--- src/rtl/nco_tuning_controller.sv ---
// nco_tuning_controller
// Sequences frequency tuning word updates into an NCO phase accumulator.
// A configuration either jumps straight to its target FTW or ramps toward
// it in fixed-size steps, with a programmable dwell between steps.
// Optional feature macro: NCO_CTRL_STEP_COUNT_EN adds a saturating
// step_cnt output that counts applied sweep steps.

module nco_tuning_controller #(
    parameter int N       = 32,
    parameter int STEP_W  = 16,
    parameter int DWELL_W = 16
) (
    input  logic               clk,
    input  logic               reset,
    input  logic               cfg_valid,
    output logic               cfg_ready,
    input  logic [N-1:0]       cfg_ftw,
    input  logic [STEP_W-1:0]  cfg_step,
    input  logic [DWELL_W-1:0] cfg_dwell,
    input  logic               cfg_phase_clr,
    input  logic               abort,
    output logic [N-1:0]       ftw_out,
    output logic               acc_clr,
    output logic               busy,
`ifdef NCO_CTRL_STEP_COUNT_EN
    output logic               done,
    output logic [15:0]        step_cnt
`else
    output logic               done
`endif
);

    typedef enum logic {
        IDLE  = 1'b0,
        SWEEP = 1'b1
    } state_t;

    state_t             state;
    logic [N-1:0]       target;
    logic [N-1:0]       step_mag;
    logic [DWELL_W-1:0] dwell;
    logic [DWELL_W-1:0] dwell_cnt;
    logic               dir_up;

    logic               accept;
    logic               jump;
    logic [N-1:0]       distance;
    logic               last_step;
    logic [N-1:0]       stepped_ftw;

    // Decode the handshake and precompute the next sweep step and whether it lands on the target
    always_comb begin
        accept      = 1'b0;
        jump        = 1'b0;
        distance    = '0;
        last_step   = 1'b0;
        stepped_ftw = ftw_out;
        accept      = cfg_valid && cfg_ready && (state == IDLE);
        jump        = (cfg_step == '0) || (cfg_ftw == ftw_out);
        if (dir_up) begin
            distance    = target - ftw_out;
            stepped_ftw = ftw_out + step_mag;
        end else begin
            distance    = ftw_out - target;
            stepped_ftw = ftw_out - step_mag;
        end
        last_step   = (distance <= step_mag);
    end

    // Main control FSM: accept configurations, pace sweep steps by the dwell counter, handle abort
    always_ff @(posedge clk or negedge reset) begin
        if (!reset) begin
            state     <= IDLE;
            ftw_out   <= '0;
            acc_clr   <= 1'b0;
            busy      <= 1'b0;
            done      <= 1'b0;
            cfg_ready <= 1'b0;
            target    <= '0;
            step_mag  <= '0;
            dwell     <= '0;
            dwell_cnt <= '0;
            dir_up    <= 1'b0;
        end else begin
            acc_clr <= 1'b0;
            done    <= 1'b0;
            case (state)
                IDLE: begin
                    busy      <= 1'b0;
                    cfg_ready <= 1'b1;
                    if (accept) begin
                        target   <= cfg_ftw;
                        step_mag <= {{(N-STEP_W){1'b0}}, cfg_step};
                        dwell    <= cfg_dwell;
                        dir_up   <= (cfg_ftw > ftw_out);
                        acc_clr  <= cfg_phase_clr;
                        if (jump) begin
                            ftw_out <= cfg_ftw;
                            done    <= 1'b1;
                        end else begin
                            state     <= SWEEP;
                            busy      <= 1'b1;
                            cfg_ready <= 1'b0;
                            dwell_cnt <= cfg_dwell;
                        end
                    end
                end
                SWEEP: begin
                    if (abort) begin
                        state     <= IDLE;
                        busy      <= 1'b0;
                        cfg_ready <= 1'b1;
                    end else if (dwell_cnt != '0) begin
                        dwell_cnt <= dwell_cnt - 1'b1;
                    end else begin
                        dwell_cnt <= dwell;
                        if (last_step) begin
                            ftw_out   <= target;
                            done      <= 1'b1;
                            busy      <= 1'b0;
                            cfg_ready <= 1'b1;
                            state     <= IDLE;
                        end else begin
                            ftw_out <= stepped_ftw;
                        end
                    end
                end
                default: begin
                    state     <= IDLE;
                    busy      <= 1'b0;
                    cfg_ready <= 1'b0;
                end
            endcase
        end
    end

`ifdef NCO_CTRL_STEP_COUNT_EN
    logic step_applied;

    // A step is applied whenever the sweep runs out its dwell without being aborted
    always_comb begin
        step_applied = 1'b0;
        step_applied = (state == SWEEP) && !abort && (dwell_cnt == '0);
    end

    // Count applied sweep steps per configuration, saturating at the top of the range
    always_ff @(posedge clk or negedge reset) begin
        if (!reset) begin
            step_cnt <= '0;
        end else if (accept) begin
            step_cnt <= '0;
        end else if (step_applied && (step_cnt != 16'hFFFF)) begin
            step_cnt <= step_cnt + 16'd1;
        end
    end
`endif

endmodule

--- config.mk ---
export PLATFORM = sky130hd
export DESIGN_NAME = nco_tuning_controller
export DESIGN_NICKNAME = d
export VERILOG_FILES = /design/src/rtl/nco_tuning_controller.sv
export SDC_FILE = /design/constraint.sdc
export NUM_CORES = 1
export LEC_CHECK = 0
export CORE_MARGIN = 2
export CORE_UTILIZATION = 60
export DETAILED_ROUTE_END_ITERATION = 12
export PLACE_DENSITY = 0.82
export SYNTH_ARGS = -nofsm -noshare
export SYNTH_HDL_FRONTEND = slang
export SYNTH_SLANG_ARGS = --single-unit
--- constraint.sdc ---
create_clock -name clk -period 6.3 [get_ports clk]
set_input_delay 1.89 -clock clk [delete_from_list [all_inputs] [get_ports clk]]
set_output_delay 1.89 -clock clk [all_outputs]
set_load 0.02 [all_outputs]
Word level (Yosys, flattened, before mapping)

Index checks and enable logic that the tools add are counted.

Register bits: 118
Latch bits: 0
Memory bits (writable): 0
Bits in read-only memories: 0
Input port bits: 69
Output and inout port bits: 36
Logic and storage cells: 72
Memories kept: 0

Add/sub/neg operators: 5
$mul: 0
Divide/modulo/power cells: 0
Magnitude comparators: 2
Equality and inequality tests: 8
Shift operators: 0
Mux-type cells: 36
Bitwise operators: 1
Reductions and logical operators: 9

Operator list:

| kind                    | number |
|---|---|
| $mux W32                | 7 |
| $mux W16                | 4 |
| $pmux W32 S2            | 1 |
| $sub A32 B32 Y32        | 2 |
| $add A32 B16 Y32        | 1 |
| $eq A32 B32 Y1          | 1 |
| $gt A32 B32 Y1          | 1 |
| $le A32 B16 Y1          | 1 |
| $pmux W16 S2            | 1 |
| $sub A32 B16 Y32        | 1 |
| $mux W1                 | 19 |
| $logic_not A16 Y1       | 1 |
| $reduce_bool A16 Y1     | 1 |
| $sub A16 B1 Y16 const B | 1 |
| $ne A2 B2 Y1 const B    | 5 |
| $pmux W1 S2             | 4 |
| $reduce_and A2 Y1       | 2 |
| $reduce_and A4 Y1       | 1 |
| $ne A3 B2 Y1 const B    | 1 |
| $ne A3 B3 Y1 const B    | 1 |
| $reduce_and A3 Y1       | 1 |
| $logic_and A1 B1 Y1     | 2 |
| $logic_or A1 B1 Y1      | 1 |
| $not A1 Y1              | 1 |

Depth between registers and ports, before layout

Depth in word-level cells: 7
Gate-level depth with buffers: 26
Gate-level depth less buffers: 22

Least setup slack after synthesis

Ideal clock, no wire load.

Kind: flip-flop to flip-flop
From: register ftw_out[5]
To: register ftw_out[18]
Setup time: 138 ps
Arrival: 4952 ps
Required time: 6162 ps
Slack: 1210 ps
Stages on the path, launching flop included: 27
Buffers on the path: 4
Period minus slack after synthesis: 5090 ps
Path through: dfrtp_1 -> inv_1 -> ha_1 -> buf_2 -> a21oi_1 -> nand2_1 -> a211o_1 -> a21oi_1 -> nor2_1 -> or3_1 -> o31a_1 -> xor2_1 -> ha_1 -> nand4_1 -> nor2_1 -> nand2_1 -> o311ai_0 -> o211a_1 -> nand3_1 -> a2111oi_0 -> nand4_1 -> or4_1 -> clkbuf_1 -> buf_6 -> buf_6 -> o31ai_1 -> a31oi_1

Word-level cells in the longest chain between the ends: 7
Elaborated cells between the ends (all ways): 15
Those cells by class: 4 x add/sub; 1 x order compare; 2 x eq/ne; 6 x mux; 2 x reduce/logical

Ends and longest elaborated chain:

| item                                | line   | RTL |
|---|---|---|
| from (decl)                         | 22     | `output logic [N-1:0] ftw_out,` |
| from (signal assigned)              | 98     | `ftw_out <= cfg_ftw;` |
| from (signal assigned)              | 118    | `ftw_out <= target;` |
| from (signal assigned)              | 124    | `ftw_out <= stepped_ftw;` |
| $sub A32 B32 Y32 (on tied branches) | 64, 61 |  |
| $mux W32                            | 60     | `if (dir_up) begin` |
| $le A32 B16 Y1                      | 67     | `last_step = (distance <= step_mag);` |
| $mux W32                            | 117    | `if (last_step) begin` |
| $mux W32                            | 113    | `end else if (dwell_cnt != '0) begin` |
| $mux W32                            | 109    | `if (abort) begin` |
| $pmux W32 S2                        | 87     | `case (state)` |

Several ways; a longest one is shown, not always the timed one. The select of a mux whose other input is x is not followed.
A chain may end at the register's enable or synchronous reset.

Final worst setup path

From: register ftw_out[8]
To: register ftw_out[8]

The elaborated chain is that of the path after synthesis.

==> out/qor.csv <==
stage,metric,value,unit
power,ir_drop,0.0002716,V
timing,slew_violations,0,
timing,setup_viol,0,
drt,ant_nets,0,
flow_run,maxCapViolCount,0,
floorplan,die-height,148.0,um
grt,grt_pass1_wl,66.47,mm
clock_network,clock_tree.buffer_depth,2,
finish,layout_common_cells,"nand2_1, a21oi_1, ha_1, o21ai_0, dfrtp_1",
finish,drive_gt1_share,4.847,%
power,power_density,518.4,mW/mm^2
finish,multiInputGateArea,0.008752,sq mm
finish,final_common_cell,nand2_1,
floorplan,die_area,0.02191,sq mm
setup_path,cp.arrival,6.29,ns
synth,async_flop_share,100.0,%
finish,fin_nets,1875,
grt,grt_max_degree,82,
timing,relSlewSlack,13.91,%
floorplan,coreArea,0.02030,sq mm
finish,antennaDiodeCount,0,
floorplan,std_cell_rows,52,
setup_path,required,6.64,ns
grt,track_usage,39.11,%
grt,first_global_vias,12354,
drt,post-route-drc-count,0,
drt,wire_per_inst,22.03,um
drt,drt_iter0_drc,1487,
synth,yosysWarnings,0,
setup_path,crit_fanout,29,
synth,syn_inst,1602,
finish,area_delta_synth_final,14.34,%
synth,yosysUniqueCellTypes,77,
synth,synth_edf_count,0,
timing,period_share,94.34,%
drt,firstDrtPassIters,6,
setup_path,r2r-start,ftw_out[8],
synth,ys.flop_type,dfrtp_1,
drt,drt-total-wl,42.76,mm
clock_network,clkLatencyLatePin,0.44,ns
timing,grt_setup_unrepaired,false,
timing,worstMarginPinSlew,1.291,ns
drt,vias,13006,
place,place_area,0.01360,sq mm
setup_path,worst_setup_path_start_kind,flip-flop,
finish,seq_area,0.002955,sq mm
timing,final.setup.tns,0,ns
place,hpwl,32.89,mm
timing,max_freq,0.1683,GHz
setup_path,crit_path_start,ftw_out[8],
clock_network,cts.repair_timing.setup_buffer_count,0,
setup_path,end_kind,flip-flop,
timing,skew,0.01446,ns
place,gp_congestion,1.065,
synth,synth-seq-area-share,23.73,%
finish,fill_cells,1684,
worst_hold_path,min_path_type,reg -> reg,
drt,avgViaCountPerCell,6.701,
floorplan,die_w,148.0,um
run_status,status,"finished, final reports clean",
clock_network,cts_max_level,4,
synth,synth-seq-cells,118,
grt,antenna_found_initial,0,
timing,hold_violations,0,
grt,globalRouteOverflowTotal,0,
synth,synth_area,0.01244,sq mm
floorplan,start_util,61.30,%
synth,syn_nets,1819,
finish,finalInstanceArea,0.01423,sq mm
synth,syn_avg_cell_area,7.767,sq um
clock_network,cts-buffers-inserted,17,
worst_hold_path,hold_path.startpoint,dwell[7],
power,power_leakage,6.273,nW
clock_network,cts_tree,yes,
timing,layout_min_cycle_time,5.943,ns
place,io_buffers,104,
floorplan,ios,105,
clock_network,clk_pin_slew_worst_paths,0.06,ns
clock_network,clockRootBuffer,clkbuf_16,
clock_network,cts.sinks,118,
setup_path,critPathKind,reg -> reg,
-- cell families after synthesis --
logic type | after synthesis | share of synthesized area (%)
AO/OA/AOI/OAI | 511 | 26.18
XOR/XNOR | 75 | 5.279
adder cells (fa/ha/maj) | 148 | 15.06
buffers and inverters | 188 | 6.033
flip-flops | 118 | 23.73
multiplexers | 48 | 3.922
AND/OR/NAND/NOR | 514 | 19.79
-- synthesized netlist by cell type, types with 32 or more instances --
library cell	instances	area share [%]
dfrtp_1	118	24
mux2i_1	45	3.6
nand2_1	193	5.8
nor2_1	99	3.0
o21ai_0	116	4.7
nor3_1	45	1.8
xnor2_1	55	3.9
nand4_1	32	1.6
inv_1	104	3.1
a21oi_1	157	6.3
ha_1	145	15
clkbuf_1	50	1.5
-- flip-flops by register name, summed over array words and instances (netlist names) --
signal,flops
dwell_cnt,16
done,1
cfg_ready,1
dwell,16
busy,1
acc_clr,1
ftw_out,32
dir_up,1
target,32
state,1
step_mag,16
-- per-stage QoR --
step | worst slack [ns] | util [%] | hold slack, ns | cells | total power, W
floorplan | 1.210 | - | 0.4464 | 1602 | 0.004892
global placement | 0.5800 | 67.00 | 0.4580 | 1909 | 0.006032
detailed placement | 0.3909 | 67.00 | 0.4631 | 1909 | 0.006122
CTS | 0.3531 | 70.06 | 0.4781 | 1941 | 0.007208
global route | 0.01130 | 70.09 | 0.4955 | 1941 | 0.007906
finish | 0.3565 | 70.09 | 0.4740 | 1941 | 0.007375
-- per-layer routing --
| metal | global-route usage [%] | vias up | wire, um |
|---|---|---|---|
| li1 | - | 5951 | - |
| met4 | 17.90 | 0 | 1892 |
| met1 | 53.35 | 6151 | 17710 |
| met3 | 9.599 | 140 | 4804 |
| met2 | 58.66 | 764 | 18350 |
| met5 | 0 | - | 0 |
-- worst paths after layout --
path,end,slack (ns),cells after the start
hold / removal,dwell[7],0.47,2
setup / recovery,ftw_out[8],0.36,20
hold reg to reg,dwell[7],0.47,2
setup reg to reg,ftw_out[8],0.36,20
min in group asynchronous,dwell[2],1.66,1
max in group asynchronous,dir_up,3.45,2
-- what timing repair did --
| item | CTS | global route |
|---|---|---|
| endpoints found under the setup margin | 0 | 17 |
| hold buffers | 0 | 0 |
| resized for setup | 0 | 2 |
-- final cells by class --
type	count	share of cell area, %
Multi-Input combinational cell	1296	61.52
Sequential cell	118	20.77
Timing Repair Buffer	121	8.223
Clock buffer	19	3.184
Inverter	104	2.744
Tap cell	270	2.374
Clock inverter	13	1.187
-- report_power, final --
part	total (W)	leakage, nW	internal [W]	switching [W]
Clock	0.00105	0.304	0.000648	0.000407
Combinational	0.00502	4.58	0.00198	0.00304
Sequential	0.00130	1.39	0.00102	0.000281
Total	0.00738	6.27	0.00364	0.00373
-- worst max-delay path: stages, from the launching register on --
cell and delay (ns):
dfrtp_1 0.43, inv_1 0.11, ha_1 0.44, a21oi_1 0.28
o21ai_1 0.21, a2111oi_1 0.59, o21ai_0 0.32, nand2_1 0.15
xnor2_1 0.13, ha_1 0.26, nand4_1 0.12, a21oi_1 0.05
o31ai_1 0.34, o211a_1 0.22, nand3_1 0.10, a2111oi_1 0.50
nand4_1 0.14, or4_2 0.67, buf_6 0.25, mux2_4 0.35
o221ai_2 0.15
Power figures use the tool's default switching activity.
